**config.mk**
```make
export PLATFORM = sky130hd
export DESIGN_NAME = pc_fetch_ctrl
export DESIGN_NICKNAME = d
export VERILOG_FILES = /design/src/rtl/pc_fetch_ctrl.sv
export SDC_FILE = /design/constraint.sdc
export NUM_CORES = 1
export LEC_CHECK = 0
export BUFFER_PORTS_ARGS = -buffer_cell sky130_fd_sc_hd__buf_2
export CORE_MARGIN = 5
export CORE_UTILIZATION = 43
export CTS_BUF_LIST = sky130_fd_sc_hd__clkbuf_8
export DETAILED_ROUTE_END_ITERATION = 12
export PLACE_DENSITY_LB_ADDON = 0.2
export REMOVE_ABC_BUFFERS = 1
export SYNTH_ARGS = -nofsm -noshare
export SYNTH_HDL_FRONTEND = slang
export SYNTH_SLANG_ARGS = --single-unit
```
**constraint.sdc**
```tcl
create_clock -name clk -period 1.58 [get_ports clk]
set_clock_uncertainty 0.15 [all_clocks]
set_input_delay 0.316 -clock clk [delete_from_list [all_inputs] [get_ports clk]]
set_output_delay 0.316 -clock clk [all_outputs]
set_load 0.05 [all_outputs]
```
**src/rtl/pc_fetch_ctrl.sv**
```systemverilog
// Fetch-stage program-counter controller: boots from a memory-held vector, steps, redirects, stalls.
// Interrupt entry/return with saved epc is built only when PC_IRQ_EN is defined.
module pc_fetch_ctrl #(
    parameter int unsigned ADDR_W       = 8,
    parameter int unsigned RST_VEC_ADDR = 0,
    parameter int unsigned IRQ_VEC_ADDR = 1,
    parameter int unsigned PC_STEP      = 1
) (
    input  logic              clk,
    input  logic              reset_n,
    input  logic              StallF,
    input  logic              redirect_en,
    input  logic [ADDR_W-1:0] redirect_pc,
    input  logic              irq_req,
    input  logic              ret_en,
    output logic [ADDR_W-1:0] vec_addr,
    input  logic [ADDR_W-1:0] vec_data,
    output logic [ADDR_W-1:0] pc_out,
    output logic              pc_valid,
    output logic              in_isr,
    output logic              irq_ack
);

    localparam logic [2:0] ST_BOOT_RD = 3'd0;
    localparam logic [2:0] ST_BOOT_LD = 3'd1;
    localparam logic [2:0] ST_RUN     = 3'd2;

    localparam logic [ADDR_W-1:0] L_RST_VEC = RST_VEC_ADDR[ADDR_W-1:0];
    localparam logic [ADDR_W-1:0] L_PC_STEP = PC_STEP[ADDR_W-1:0];

    logic [2:0]        r_state;
    logic [2:0]        w_state_nxt;
    logic [ADDR_W-1:0] r_pc;
    logic [ADDR_W-1:0] w_pc_nxt;
    logic [ADDR_W-1:0] w_pc_inc;
    logic              r_valid;
    logic              w_valid_nxt;

    assign w_pc_inc = r_pc + L_PC_STEP;
    assign pc_out   = r_pc;
    assign pc_valid = r_valid;

`ifdef PC_IRQ_EN
    localparam logic [2:0] ST_IRQ_RD = 3'd3;
    localparam logic [2:0] ST_IRQ_LD = 3'd4;
    localparam logic [ADDR_W-1:0] L_IRQ_VEC = IRQ_VEC_ADDR[ADDR_W-1:0];

    logic [ADDR_W-1:0] r_epc;
    logic [ADDR_W-1:0] w_epc_nxt;
    logic              r_in_isr;
    logic              w_in_isr_nxt;
    logic              r_irq_ack;
    logic [ADDR_W-1:0] r_vec_addr;
    logic              w_irq_fetch_nxt;

    assign w_irq_fetch_nxt = (w_state_nxt == ST_IRQ_RD) || (w_state_nxt == ST_IRQ_LD);
    assign vec_addr        = r_vec_addr;
    assign in_isr          = r_in_isr;
    assign irq_ack         = r_irq_ack;

    // Next-state and datapath decode with interrupt support.
    always_comb begin
        w_state_nxt  = r_state;
        w_pc_nxt     = r_pc;
        w_valid_nxt  = r_valid;
        w_epc_nxt    = r_epc;
        w_in_isr_nxt = r_in_isr;
        case (r_state)
            ST_BOOT_RD: begin
                w_state_nxt = ST_BOOT_LD;
            end
            ST_BOOT_LD: begin
                w_pc_nxt    = vec_data;
                w_valid_nxt = 1'b1;
                w_state_nxt = ST_RUN;
            end
            ST_RUN: begin
                if (redirect_en) begin
                    w_pc_nxt = redirect_pc;
                end else if (ret_en && r_in_isr) begin
                    w_pc_nxt     = r_epc;
                    w_in_isr_nxt = 1'b0;
                end else if (irq_req && !r_in_isr && !StallF) begin
                    w_epc_nxt   = w_pc_inc;
                    w_valid_nxt = 1'b0;
                    w_state_nxt = ST_IRQ_RD;
                end else if (StallF) begin
                    w_pc_nxt = r_pc;
                end else begin
                    w_pc_nxt = w_pc_inc;
                end
            end
            ST_IRQ_RD: begin
                // A branch resolved during entry becomes the handler's return target.
                if (redirect_en) begin
                    w_epc_nxt = redirect_pc;
                end else begin
                    w_epc_nxt = r_epc;
                end
                w_state_nxt = ST_IRQ_LD;
            end
            ST_IRQ_LD: begin
                if (redirect_en) begin
                    w_epc_nxt = redirect_pc;
                end else begin
                    w_epc_nxt = r_epc;
                end
                w_pc_nxt     = vec_data;
                w_valid_nxt  = 1'b1;
                w_in_isr_nxt = 1'b1;
                w_state_nxt  = ST_RUN;
            end
            default: begin
                w_state_nxt = ST_BOOT_RD;
                w_pc_nxt    = {ADDR_W{1'b0}};
                w_valid_nxt = 1'b0;
            end
        endcase
    end

    // State, PC and interrupt registers; vec_addr/irq_ack are registered from the next state.
    always_ff @(posedge clk or negedge reset_n) begin
        if (!reset_n) begin
            r_state    <= ST_BOOT_RD;
            r_pc       <= {ADDR_W{1'b0}};
            r_valid    <= 1'b0;
            r_epc      <= {ADDR_W{1'b0}};
            r_in_isr   <= 1'b0;
            r_irq_ack  <= 1'b0;
            r_vec_addr <= L_RST_VEC;
        end else begin
            r_state    <= w_state_nxt;
            r_pc       <= w_pc_nxt;
            r_valid    <= w_valid_nxt;
            r_epc      <= w_epc_nxt;
            r_in_isr   <= w_in_isr_nxt;
            r_irq_ack  <= (w_state_nxt == ST_IRQ_LD);
            r_vec_addr <= w_irq_fetch_nxt ? L_IRQ_VEC : L_RST_VEC;
        end
    end
`else
    localparam int unsigned lp_unused_irq_vec = IRQ_VEC_ADDR;
    logic w_unused_irq;

    assign w_unused_irq = ^{irq_req, ret_en};
    assign vec_addr     = L_RST_VEC;
    assign in_isr       = 1'b0;
    assign irq_ack      = 1'b0;

    // Next-state and datapath decode without interrupt support.
    always_comb begin
        w_state_nxt = r_state;
        w_pc_nxt    = r_pc;
        w_valid_nxt = r_valid;
        case (r_state)
            ST_BOOT_RD: begin
                w_state_nxt = ST_BOOT_LD;
            end
            ST_BOOT_LD: begin
                w_pc_nxt    = vec_data;
                w_valid_nxt = 1'b1;
                w_state_nxt = ST_RUN;
            end
            ST_RUN: begin
                if (redirect_en) begin
                    w_pc_nxt = redirect_pc;
                end else if (StallF) begin
                    w_pc_nxt = r_pc;
                end else begin
                    w_pc_nxt = w_pc_inc;
                end
            end
            default: begin
                w_state_nxt = ST_BOOT_RD;
                w_pc_nxt    = {ADDR_W{1'b0}};
                w_valid_nxt = 1'b0;
            end
        endcase
    end

    // State and PC registers.
    always_ff @(posedge clk or negedge reset_n) begin
        if (!reset_n) begin
            r_state <= ST_BOOT_RD;
            r_pc    <= {ADDR_W{1'b0}};
            r_valid <= 1'b0;
        end else begin
            r_state <= w_state_nxt;
            r_pc    <= w_pc_nxt;
            r_valid <= w_valid_nxt;
        end
    end
`endif

endmodule

```
* Word-level counts from Yosys, hierarchy flattened
Index checks and enable logic that the tools add are counted.
** Cells by class
- $add $sub $neg :: 1
- Reductions and logical operators :: 3
- Mux-type cells :: 5
- Eq/ne operators :: 3
- Bitwise operators :: 1
** Operators with widths (count)
- one-hot mux 8 bit (3 select lines) :: 1
- two-way mux 8 bit :: 2
- one-hot mux 3 bit (3 select lines) :: 1
- adder 8 x 1 -> 8 bit, second input constant :: 1
- == test 3 x 1 -> 1 bit, second input constant :: 1
- == test 3 x 2 -> 1 bit, second input constant :: 1
- zero test 3 bit :: 1
- inequality test 3 bit, second input constant :: 1
- one-hot mux 1 bit (2 select lines) :: 1
- AND reduction 2 bit :: 1
- OR reduction 2 bit :: 1
- inverter 1 bit :: 1
** Word-level totals
- Input port bits :: 22
- Word-level logic and storage cells :: 16
- Register bits after elaboration :: 12
- Output and inout port bits :: 19

* Logic depth before layout (Yosys ltp)
Gate-level depths: netlist (run 1).
- Depth in word-level cells :: 4
- Depth in mapped cells :: 6
- Gate-level depth less buffers :: 5

* Worst setup path before layout (run 1)
No wires, ideal clock.
- Kind :: register to register
- Start :: reg r_pc[0], in the netlist pc_out[0]
- End :: reg r_pc[6], in the netlist pc_out[6]
- Setup time :: 0.127 ns
- Buffers on the path :: 0
- Data arrival time :: 1.497 ns
- Required time :: 1.303 ns
- Clock period less this slack :: 1.774 ns
- Slack :: -0.194 ns
- Stages on the path, launching flop included :: 6
- Cells stage by stage :: dfrtp_1 -> ha_1 -> inv_1 -> o21a_1 -> o31ai_1 -> o22ai_1
** Between the ends
- Word-level cells in the longest chain between the ends :: 4
** RTL lines
- start: declaration :: line 33 : logic [ADDR_W-1:0] r_pc;
- start signal: assignment :: line 185 : r_pc <= {ADDR_W{1'b0}};
- start signal: assignment :: line 189 : r_pc <= w_pc_nxt;
- adder 8 x 1 -> 8 bit :: line 39 : assign w_pc_inc = r_pc + L_PC_STEP;
- two-way mux 8 bit :: line 167 : end else if (StallF) begin
- two-way mux 8 bit :: line 165 : if (redirect_en) begin
- one-hot mux 8 bit (3 select lines) :: line 155 : case (r_state)
Every way passes these cells. The select of a mux whose other input is x is not followed.
A chain may end at the register's enable or synchronous reset.

* Worst setup path after layout (run 1)
- Start :: reg r_pc[2], in the netlist pc_out[2]
- End :: out pc_out[2]
** RTL lines
- end: declaration :: line 18 : output logic [ADDR_W-1:0] pc_out,
No word-level cell between the ends.

==> metrics.md, run 1 <==
| Metric | Value |
|---|---|
| Critical path class | `reg2out` |
| PwrDens | `930 nW/µm²` |
| Multi-input gate area | `541 µm²` |
| Unique masters post-synth | `30` |
| Yosys top cell area share | `31.8%` |
| Most area-hungry cell type in the Yosys netlist | `dfrtp_1` |
| Vias/cell | `between 5 and 6` |
| Sink Count | `11` |
| Dpl cells | `approximately 160` |
| Final hold violation count | `0` |
| Antenna violations before repair | `0` |
| Root buffer cell | `clkbuf_8` |
| TritonRoute pass-1 iters | `4` |
| Rows | `16` |
| Die span in x | `54.8 µm` |
| Buffers & Inverters on Critical Path | `2` |
| H-tree depth | `1` |
| Diode count | `0` |
| Vias in the first global route | `802` |
| Maximum clock frequency | `approximately 0.66 GHz` |
| Cell area after synthesis | `865 µm²` |
| Slew Limit Fails | `0` |
| Register bit total from synthesis | `11` |
| Drt total wl | `2.26 mm` |
| Status | `finished, final reports clean` |
| Routed vias | `818` |
| Gp weighted congestion | `~0.81` |
| Fraction of layout cells with a size suffix above 1 | `40.4%` |
| CP max stage cell | `dfrtp_1` |
| CP arrival | `1.05 ns` |
| Delay of the slowest cell on the worst path | `0.39 ns` |
| Post-route DRC | `0` |
| Ys Warns | `0` |
| Ys async rst share | `100%` |
| Final number of setup-violating endpoints | `0` |
| CP Max Fanout | `5` |
| Commonest cells post-synth | `buf_4 (11), dfrtp_1 (11), nand2_1 (7), nor2_1 (7)` |
| Period minus WS final | `1.51 ns` |
| Critical path launch point type | `flip-flop` |
| Static leakage | `0.528 nW` |
| Critical path, cell by cell | `buf_4 -> buf_2` |
| Top delay family on crit path | `buffers and inverters` |
| Syn Inst Count | `98` |
| IO Pins | `41` |
| Post-DRT Antenna Nets | `0` |
| Tcrit/Tclk final | `between 90% and 100%` |
| Post-Layout Cell Count | `163` |
| Core ar. | `1940 µm²` |
| Clock slew at reported path FFs | `0.05 ns` |
| FF+latch area | `277 µm²` |
| Starting Density | `44.5%` |
| Final setup margin | `0.0683 ns` |
| RSZ-0062 raised after global routing | `false` |
| Area growth from synthesis to layout | `31.0%` |
| Register area share after synthesis | `31.8%` |
| Die area | `3010 µm²` |
| PnR Total Power | `1.05 mW` |
| WP data required | `roughly 1.1 ns` |
| Main flop type after synthesis | `dfrtp_1` |
| CP endpoint kind | `primary output` |
| GRT Overall Usage | `16.6%` |
| CTS max path bufs | `2` |
| HPWL Detailed | `1.78 mm` |
| Synth area leaders | `dfrtp_1 (32%), buf_4 (9.6%), ha_1 (7.2%)` |
| Congestion Overflow GR | `0` |
| Die H | `roughly 55 µm` |
| Clk Latency, worst-skew pair | `0.24 ns` |
| CTS tree | `done` |
| Pin count of the biggest net entering global routing | `13` |
| Worst hold path type | `in2reg` |
| First-pass GRT wire length | `roughly 3.6 mm` |
| Layout filler cell count | `184` |
| # Max-Cap Violations | `0` |
| Total CTS buffers | `3` |
| Maximum VDD drop | `between 0.0005 and 0.0006 V` |
| Util after Layout | `58.3%` |
| Placement Setup Slack | `0.0366 ns` |
| DR iter-0 viols | `33` |
| Synth Area per Inst | `8.82 µm²` |
| Number of synthesized flops with an enable pin | `0` |
| Fin nets | `~160` |
| Wire length per cell | `13.9 µm` |
| I/O Buffers | `28` |
==> area by class of cell <==
type / instances / share of cell area (%)
clock inverters: 1 / 0.331
flip-flops and latches: 11 / 24.4
well taps: 27 / 2.98
multi-input cells: 79 / 47.7
repair buffers: 39 / 19.9
inverters: 3 / 0.994
clock buffers: 3 / 3.65
==> sequential cells by signal (all words and copies together) (netlist names) <==
signal	cells
pc_out	8
r_state	2
pc_valid	1
==> power by group <==
part           switching (mW)  total [mW]  internal, mW  leakage [nW]
sequential             0.0322       0.346         0.314         0.122
clock                   0.111       0.282         0.171        0.0269
combinational           0.285       0.425         0.140         0.379
total                   0.428        1.05         0.625         0.528
==> placed cells by master, fill, tap and decap left out, types with 2 or more instances in the layout <==
master / netlist / routed
inv_1: 3 / 4
nand2b_1: 5 / 5
a31oi_1: 2 / 2
a22oi_1: 3 / 3
o21a_1: 3 / 3
dfrtp_1: 11 / 10
buf_2: 2 / 28
conb_1: 1 / 10
a21oi_1: 3 / 3
o22ai_1: 2 / 2
o21ai_0: 5 / 5
clkbuf_8: 0 / 3
ha_2: 0 / 4
buf_4: 11 / 10
nor3_1: 2 / 2
xnor2_1: 3 / 3
a211oi_1: 3 / 3
nand3_1: 4 / 4
mux2_2: 4 / 4
nor2_1: 7 / 7
o211ai_1: 2 / 2
nand2_1: 7 / 7
o31ai_1: 2 / 2
==> kinds of logic after synthesis <==
family	synth area share [%]
buffers and inverters	12.4
and+or+nand+nor	18.1
muxes	5.21
other	0.434
xor gates and xnor gates	3.04
adders and majority gates	7.24
DFF	31.8
AOI/OAI and AO/OA	21.7
==> stage by stage <==
stage	instance area, µm²	hold WS (ns)	TNS (ns)
2_1_floorplan	802	-0.130	-0.828
3_3_place_gp	1050	0.0547	0
3_5_place_dp	1050	0.0616	0
4_1_cts	1110	0.250	0
5_1_grt	1130	0.272	0
6_report	1130	0.241	0
==> worst register-to-register path: stages, from the launching register on <==
cell	delay (ns)
dfrtp_1	0.37
inv_1	0.09
ha_2	0.26
buf_4	0.18
mux2_2	0.34
==> what timing repair did <==
item	CTS	global route
gates cloned	0	0
setup endpoints to repair	1	6
pin swaps	0	0
setup buffers	0	0
hold buffers	1	0
resized for setup	1	6
endpoints found under the hold margin	11	0
==> layer usage <==
layer	vias up	part of all wire [%]	global-route usage, %
met2	36	46	27.8
li1	405	-	-
met5	-	0	0
met3	2	7.1	1.63
met1	375	46	23.2
met4	0	0.44	2.49
==> path summary, 6_finish.rpt <==
check | startpoint | depth (start not counted) | end | slack, ns
worst max-delay path | pc_out[2] | 2 | pc_out[2] | 0.07
worst min register to register | pc_valid | 1 | pc_valid | 0.35
worst max register to register | r_state[0] | 4 | r_state[1] | 0.08
worst min-delay path | vec_data[1] | 3 | pc_out[1] | 0.24
min in group asynchronous | reset_n | 2 | r_state[1] | 0.34
max in group asynchronous | reset_n | 2 | pc_out[4] | 0.70
Power figures use the tool's default switching activity.
==> run 2, diff against run 1 <==
--- a/config.mk
+++ b/config.mk
@@ -9,8 +9,10 @@
 export CORE_MARGIN = 5
 export CORE_UTILIZATION = 43
 export CTS_BUF_LIST = sky130_fd_sc_hd__clkbuf_8
+export CTS_CLUSTER_SIZE = 25
 export DETAILED_ROUTE_END_ITERATION = 12
 export PLACE_DENSITY_LB_ADDON = 0.2
+export RECOVER_POWER = 50
 export REMOVE_ABC_BUFFERS = 1
 export SYNTH_ARGS = -nofsm -noshare
 export SYNTH_HDL_FRONTEND = slang
==> run 2 against run 1 <==
Global-route usage did not move; hold slack barely moved; design area decreased by 0.11%; clock-buffer cell count did not move; core utilization shrank 0.065 points; clock power is essentially flat; final cell count did not move; sequential share of layout area about the same; setup slack about the same; sequential power barely moved; first-iteration DRC count is 3.0% higher.
==> metrics.md, run 2 (synthesis gave the netlist of run 1 again) <==
| Metric | Value |
|---|---|
| Status | `finished, final reports clean` |
| Final Cell Area | `about 1100 µm²` |
| Root buffer cell | `clkbuf_8` |
| Vias/cell | `5.02` |
| Gp weighted congestion | `0.811` |
| Final number of setup-violating endpoints | `0` |
| Sequential share of power | `approximately a third` |
| Leading cell type in the layout, fill and taps excluded | `buf_2` |
| FF-to-FF setup slack | `0.08 ns` |
| CTS max path bufs | `2` |
| Post-DRT Antenna Nets | `0` |
| Tcrit/Tclk final | `95.7%` |
| Max reg flops | `8` |
| TritonRoute pass-1 iters | `4` |
| Worst slew pin tran | `0.670 ns` |
| Worst hold path type | `in2reg` |
| Drt total wl | `2.26 mm` |
| Most frequent cells in the layout | `buf_2 (23), conb_1 (10), dfrtp_1 (10), buf_4 (10)` |
| Die H | `54.8 µm` |
| CP Max Fanout | `5` |
| Critical path class | `reg2out` |
| Rows | `16` |
| Slew Limit Fails | `0` |
| Final setup margin | `0.0681 ns` |
| Sum Neg Setup Slack | `0 ns` |
| PnR Total Power | `1.05 mW` |
| Fin nets | `164` |
| H-tree depth | `1` |
| Die span in x | `54.8 µm` |
| Starting Density | `44.5%` |
| Relative slew slack | `between 50% and 60%` |
| Vias in the first global route | `802` |
| Util after Layout | `58.2%` |
| DR iter-0 viols | `34` |
| HPWL Detailed | `1.78 mm` |
| Top delay family on crit path | `buffers and inverters` |
| Static leakage | `0.528 nW` |
| Antenna violations before repair | `0` |
| IO Pins | `just over 40` |
| I/O Buffers | `28` |
| Fraction of layout cells with a size suffix above 1 | `39.7%` |
| First-pass GRT wire length | `3.64 mm` |
| Maximum VDD drop | `0.000507 V` |
| Internal power | `0.624 mW` |
| Clk Latency, worst-skew pair | `0.24 ns` |
| RSZ-0062 raised after global routing | `false` |
| Wire length per cell | `13.8 µm` |
| CP endpoint kind | `primary output` |
| WP data required | `roughly 1.1 ns` |
| Post-route DRC | `0` |
| Comb pwr share | `40.3%` |
| Die area | `3010 µm²` |
| Core ar. | `~1900 µm²` |
| CTS tree | `done` |
| PwrDens | `just over 900 nW/µm²` |
| Total CTS buffers | `3` |
| Maximum clock frequency | `0.661 GHz` |
| Placement Setup Slack | `0.0366 ns` |
| Sink Count | `11` |
| Pin count of the biggest net entering global routing | `13` |
| Final hold violation count | `0` |
| Placed cell area | `1050 µm²` |
| Buffers & Inverters on Critical Path | `2` |
| Period minus WS final | `1.51 ns` |
| Clk network pwr share | `between 20% and 30%` |
| # Max-Cap Violations | `0` |
| Clock slew at reported path FFs | `roughly 0.050 ns` |
| Diode count | `0` |
| Switch share | `slightly above 40%` |
| Congestion Overflow GR | `0` |
| CP max stage cell | `dfrtp_1` |
| CP arrival | `1.05 ns` |
| Sw Pwr | `0.428 mW` |
| Critical path launch point type | `flip-flop` |
| Delay of the slowest cell on the worst path | `0.39 ns` |
| Critical path, cell by cell | `buf_4 -> buf_2` |
| Area growth from synthesis to layout | `30.8%` |
| GRT Overall Usage | `16.6%` |
| Routed vias | `819` |
-- run 2: cell types whose count changed in the layout (fill, tap and decap cells not counted) --
cell      delta
buf_2        -5
clkbuf_2     +4
clkbuf_1     +1
-- run 2: per-layer routing --
layer  vias up  track usage (%)  wire [µm]
li1        405                -          -
met1       379             23.2       1050
met2        33             27.8       1030
met3         2             1.63        163
met4         0             2.49         10
met5         -                0          0
-- run 2: power by group through the flow --
stage	logic, mW	registers [mW]	clock network (mW)
2_1_floorplan	0.164	0.471	0
3_3_place_gp	0.415	0.348	0
3_5_place_dp	0.419	0.350	0
4_1_cts	0.421	0.345	0.281
5_1_grt	0.461	0.352	0.296
6_report	0.424	0.346	0.281
-- run 2: path summary, 6_finish.rpt --
path                             start    endpoint  cells past startpoint
min reg2reg                   pc_valid    pc_valid                      1
min in group asynchronous      reset_n  r_state[1]                      2
max in group asynchronous      reset_n   pc_out[4]                      2
max reg2reg                 r_state[0]  r_state[1]                      4
max                          pc_out[2]   pc_out[2]                      2
min                        vec_data[1]   pc_out[1]                      3
-- run 2: cell type report --
| type | count | area (µm²) |
|---|---|---|
| Timing Repair Buffer | 39 | 224 |
| Clock buffer | 3 | 41.3 |
| Inverter | 3 | 11.3 |
| Tap cell | 27 | 33.8 |
| Fill cell | 185 | 811 |
| Sequential cell | 11 | 277 |
| Multi-Input combinational cell | 79 | 541 |
| Clock inverter | 1 | 3.75 |
-- run 2: worst reg2reg max path, cell delays in order, from the launching register on --
cell and delay (ns):
dfrtp_1 0.37, inv_1 0.09, ha_2 0.26, buf_4 0.18
mux2_2 0.34
-- run 2: through the flow --
stage | cells | hold slack, ns
2_1_floorplan | 93 | -0.130
3_3_place_gp | 158 | 0.0547
3_5_place_dp | 158 | 0.0616
4_1_cts | 163 | 0.250
5_1_grt | 163 | 0.272
6_report | 163 | 0.241
-- run 2: what timing repair did --
action / CTS / global route
hold endpoints to repair: 11 / 0
pin swaps: 0 / 0
buffers inserted: 0 / 0
hold buffers: 1 / 0
setup endpoints to repair: 1 / 6
gates resized for setup: 1 / 6
gates cloned: 0 / 0
==> run 3, diff against run 2 <==
--- a/config.mk
+++ b/config.mk
@@ -6,9 +6,10 @@
 export NUM_CORES = 1
 export LEC_CHECK = 0
 export BUFFER_PORTS_ARGS = -buffer_cell sky130_fd_sc_hd__buf_2
-export CORE_MARGIN = 5
+export CORE_MARGIN = 2
 export CORE_UTILIZATION = 43
 export CTS_BUF_LIST = sky130_fd_sc_hd__clkbuf_8
+export CTS_CLUSTER_DIAMETER = 120
 export CTS_CLUSTER_SIZE = 25
 export DETAILED_ROUTE_END_ITERATION = 12
 export PLACE_DENSITY_LB_ADDON = 0.2
==> run 3 against run 2 <==
Setup slack got worse by 0.047 ns; register-to-register slack got worse by 0.06 ns; core utilization increased by 3.7 points; clock power about the same; critical endpoint is now pc_out[6]; final cell count increased by 0.61%; via count increased by 3.1%; sequential share of layout area decreased by 1.2 points; total power increased by 0.76%; wire length decreased by 4.7%; hold slack improved by 0.0055 ns; sequential power increased by 1%; sequential cell count unchanged; largest cell class unchanged.
==> metrics.md, run 3 (synthesis gave the netlist of run 1 again) <==
| Metric | Value |
|---|---|
| IO Pins | `41` |
| Total CTS buffers | `3` |
| Status | `finished, final reports clean` |
| Final Cell Area | `around 1200 µm²` |
| Period minus WS final | `1.56 ns` |
| Drt total wl | `2.15 mm` |
| Delay of the slowest cell on the worst path | `0.41 ns` |
| Sum Neg Setup Slack | `0 ns` |
| Antenna violations before repair | `0` |
| First-pass GRT wire length | `3.60 mm` |
| Pin count of the biggest net entering global routing | `12` |
| Die span in x | `about 49 µm` |
| CP arrival | `1.52 ns` |
| Max reg flops | `8` |
| PwrDens | `approximately 890 nW/µm²` |
| Critical path, cell by cell | `ha_2 -> inv_1 -> o21a_1 -> o31ai_1 -> o22ai_1` |
| Clock slew at reported path FFs | `0.05 ns` |
| Clk Latency, worst-skew pair | `0.23 ns` |
| Gp weighted congestion | `0.787` |
| Congestion Overflow GR | `0` |
| Root buffer cell | `clkbuf_8` |
| CTS tree | `done` |
| Starting Density | `45.0%` |
| # Max-Cap Violations | `0` |
| WP data required | `1.54 ns` |
| CP Max Fanout | `5` |
| GRT Overall Usage | `19.3%` |
| Static leakage | `0.542 nW` |
| CP max stage cell | `dfrtp_1` |
| Final hold violation count | `0` |
| Wire length per cell | `13.1 µm` |
| Fraction of layout cells with a size suffix above 1 | `43.8%` |
| TritonRoute pass-1 iters | `4` |
| Vias/cell | `5.15` |
| Worst hold path type | `in2reg` |
| Tcrit/Tclk final | `98.6%` |
| Area growth from synthesis to layout | `37.8%` |
| Diode count | `0` |
| I/O Buffers | `28` |
| Slew Limit Fails | `0` |
| Final number of setup-violating endpoints | `0` |
| RSZ-0062 raised after global routing | `true` |
| Relative slew slack | `between 50% and 60%` |
| Layout filler cell count | `181` |
| Maximum clock frequency | `between 0.6 and 0.7 GHz` |
| Worst slew pin tran | `between 0.6 and 0.7 ns` |
| H-tree depth | `1` |
| Leading cell type in the layout, fill and taps excluded | `buf_2` |
| Rows | `16` |
| Die H | `48.8 µm` |
| Postcts setup bufs | `0` |
| Die area | `approximately 2400 µm²` |
| Critical path class | `reg2reg` |
| Routed vias | `844` |
| HPWL Detailed | `1.68 mm` |
| Placed cell area | `1060 µm²` |
| Vias in the first global route | `814` |
| Maximum VDD drop | `0.000512 V` |
| Fin nets | `165` |
| Most frequent cells in the layout | `buf_2 (24), buf_4 (11), conb_1 (10), dfrtp_1 (10), nand2_1 (7)` |
| Core ar. | `about 1900 µm²` |
| CTS max path bufs | `2` |
| DR iter-0 viols | `15` |
| Post-DRT Antenna Nets | `0` |
| Post-route DRC | `0` |
| Sink Count | `11` |
| CP endpoint kind | `flip-flop` |
| Critical path launch point type | `flip-flop` |
[run 3: final cells by class]
cell class	count	area, µm²	area share [%]
inverters	3	11.3	0.945
clock buffers	3	41.3	3.47
well taps	27	33.8	2.84
clock inverters	1	3.75	0.315
repair buffers	40	231	19.4
flip-flops and latches	11	277	23.2
multi-input cells	79	593	49.8
[run 3: per-stage QoR]
stage / hold slack (ns) / util (%) / setup slack, ns / std cells / power (mW)
detailed placement: 0.0568 / 55.1 / -0.00489 / 159 / 0.766
finish: 0.246 / 62.0 / 0.0214 / 164 / 1.06
global placement: 0.0530 / 55.1 / 0.0686 / 159 / 0.757
global route: 0.276 / 62.0 / -0.0235 / 164 / 1.12
CTS: 0.252 / 58.2 / 0.00736 / 164 / 1.04
floorplan: -0.130 / - / -0.194 / 93 / 0.635
[run 3: per-layer routing]
| layer | up-vias | track usage, % | share of wire [%] |
|---|---|---|---|
| li1 | 409 | - | - |
| met1 | 405 | 22.7 | 42 |
| met2 | 28 | 35.4 | 52 |
| met3 | 2 | 3.99 | 4.8 |
| met4 | 0 | 4.76 | 0.60 |
| met5 | - | 0 | 0 |
[run 3: timing repair]
| item | 4_1_cts | 5_1_grt |
|---|---|---|
| endpoints found under the hold margin | 11 | 0 |
| hold buffers | 1 | 0 |
| pin swaps | 1 | 1 |
| endpoints found under the setup margin | 1 | 6 |
| resized for setup | 2 | 14 |
[run 3: worst max-delay path: cells and delay by family, from the launching register on]
kind / cells / cell delay [ns]
buffers and inverters: 1 / 0.07
adder cells (fa/ha/maj): 1 / 0.26
flip-flops: 1 / 0.41
AO/OA/AOI/OAI: 3 / 0.55
[run 3: worst paths after layout]
check,cells after the start,start,slack [ns],end
setup / recovery,5,pc_out[0],0.02,pc_out[6]
hold / removal,3,vec_data[1],0.25,pc_out[1]
setup reg to reg,5,pc_out[0],0.02,pc_out[6]
hold reg to reg,2,pc_out[1],0.36,pc_out[1]
max in group asynchronous,2,reset_n,0.37,pc_out[4]
min in group asynchronous,2,reset_n,0.46,pc_out[2]
[run 3: power breakdown]
part	total [mW]	leakage [nW]	internal, mW	switching, mW
clock network	0.278	0.0269	0.171	0.107
logic	0.433	0.393	0.147	0.285
registers	0.350	0.122	0.314	0.0358
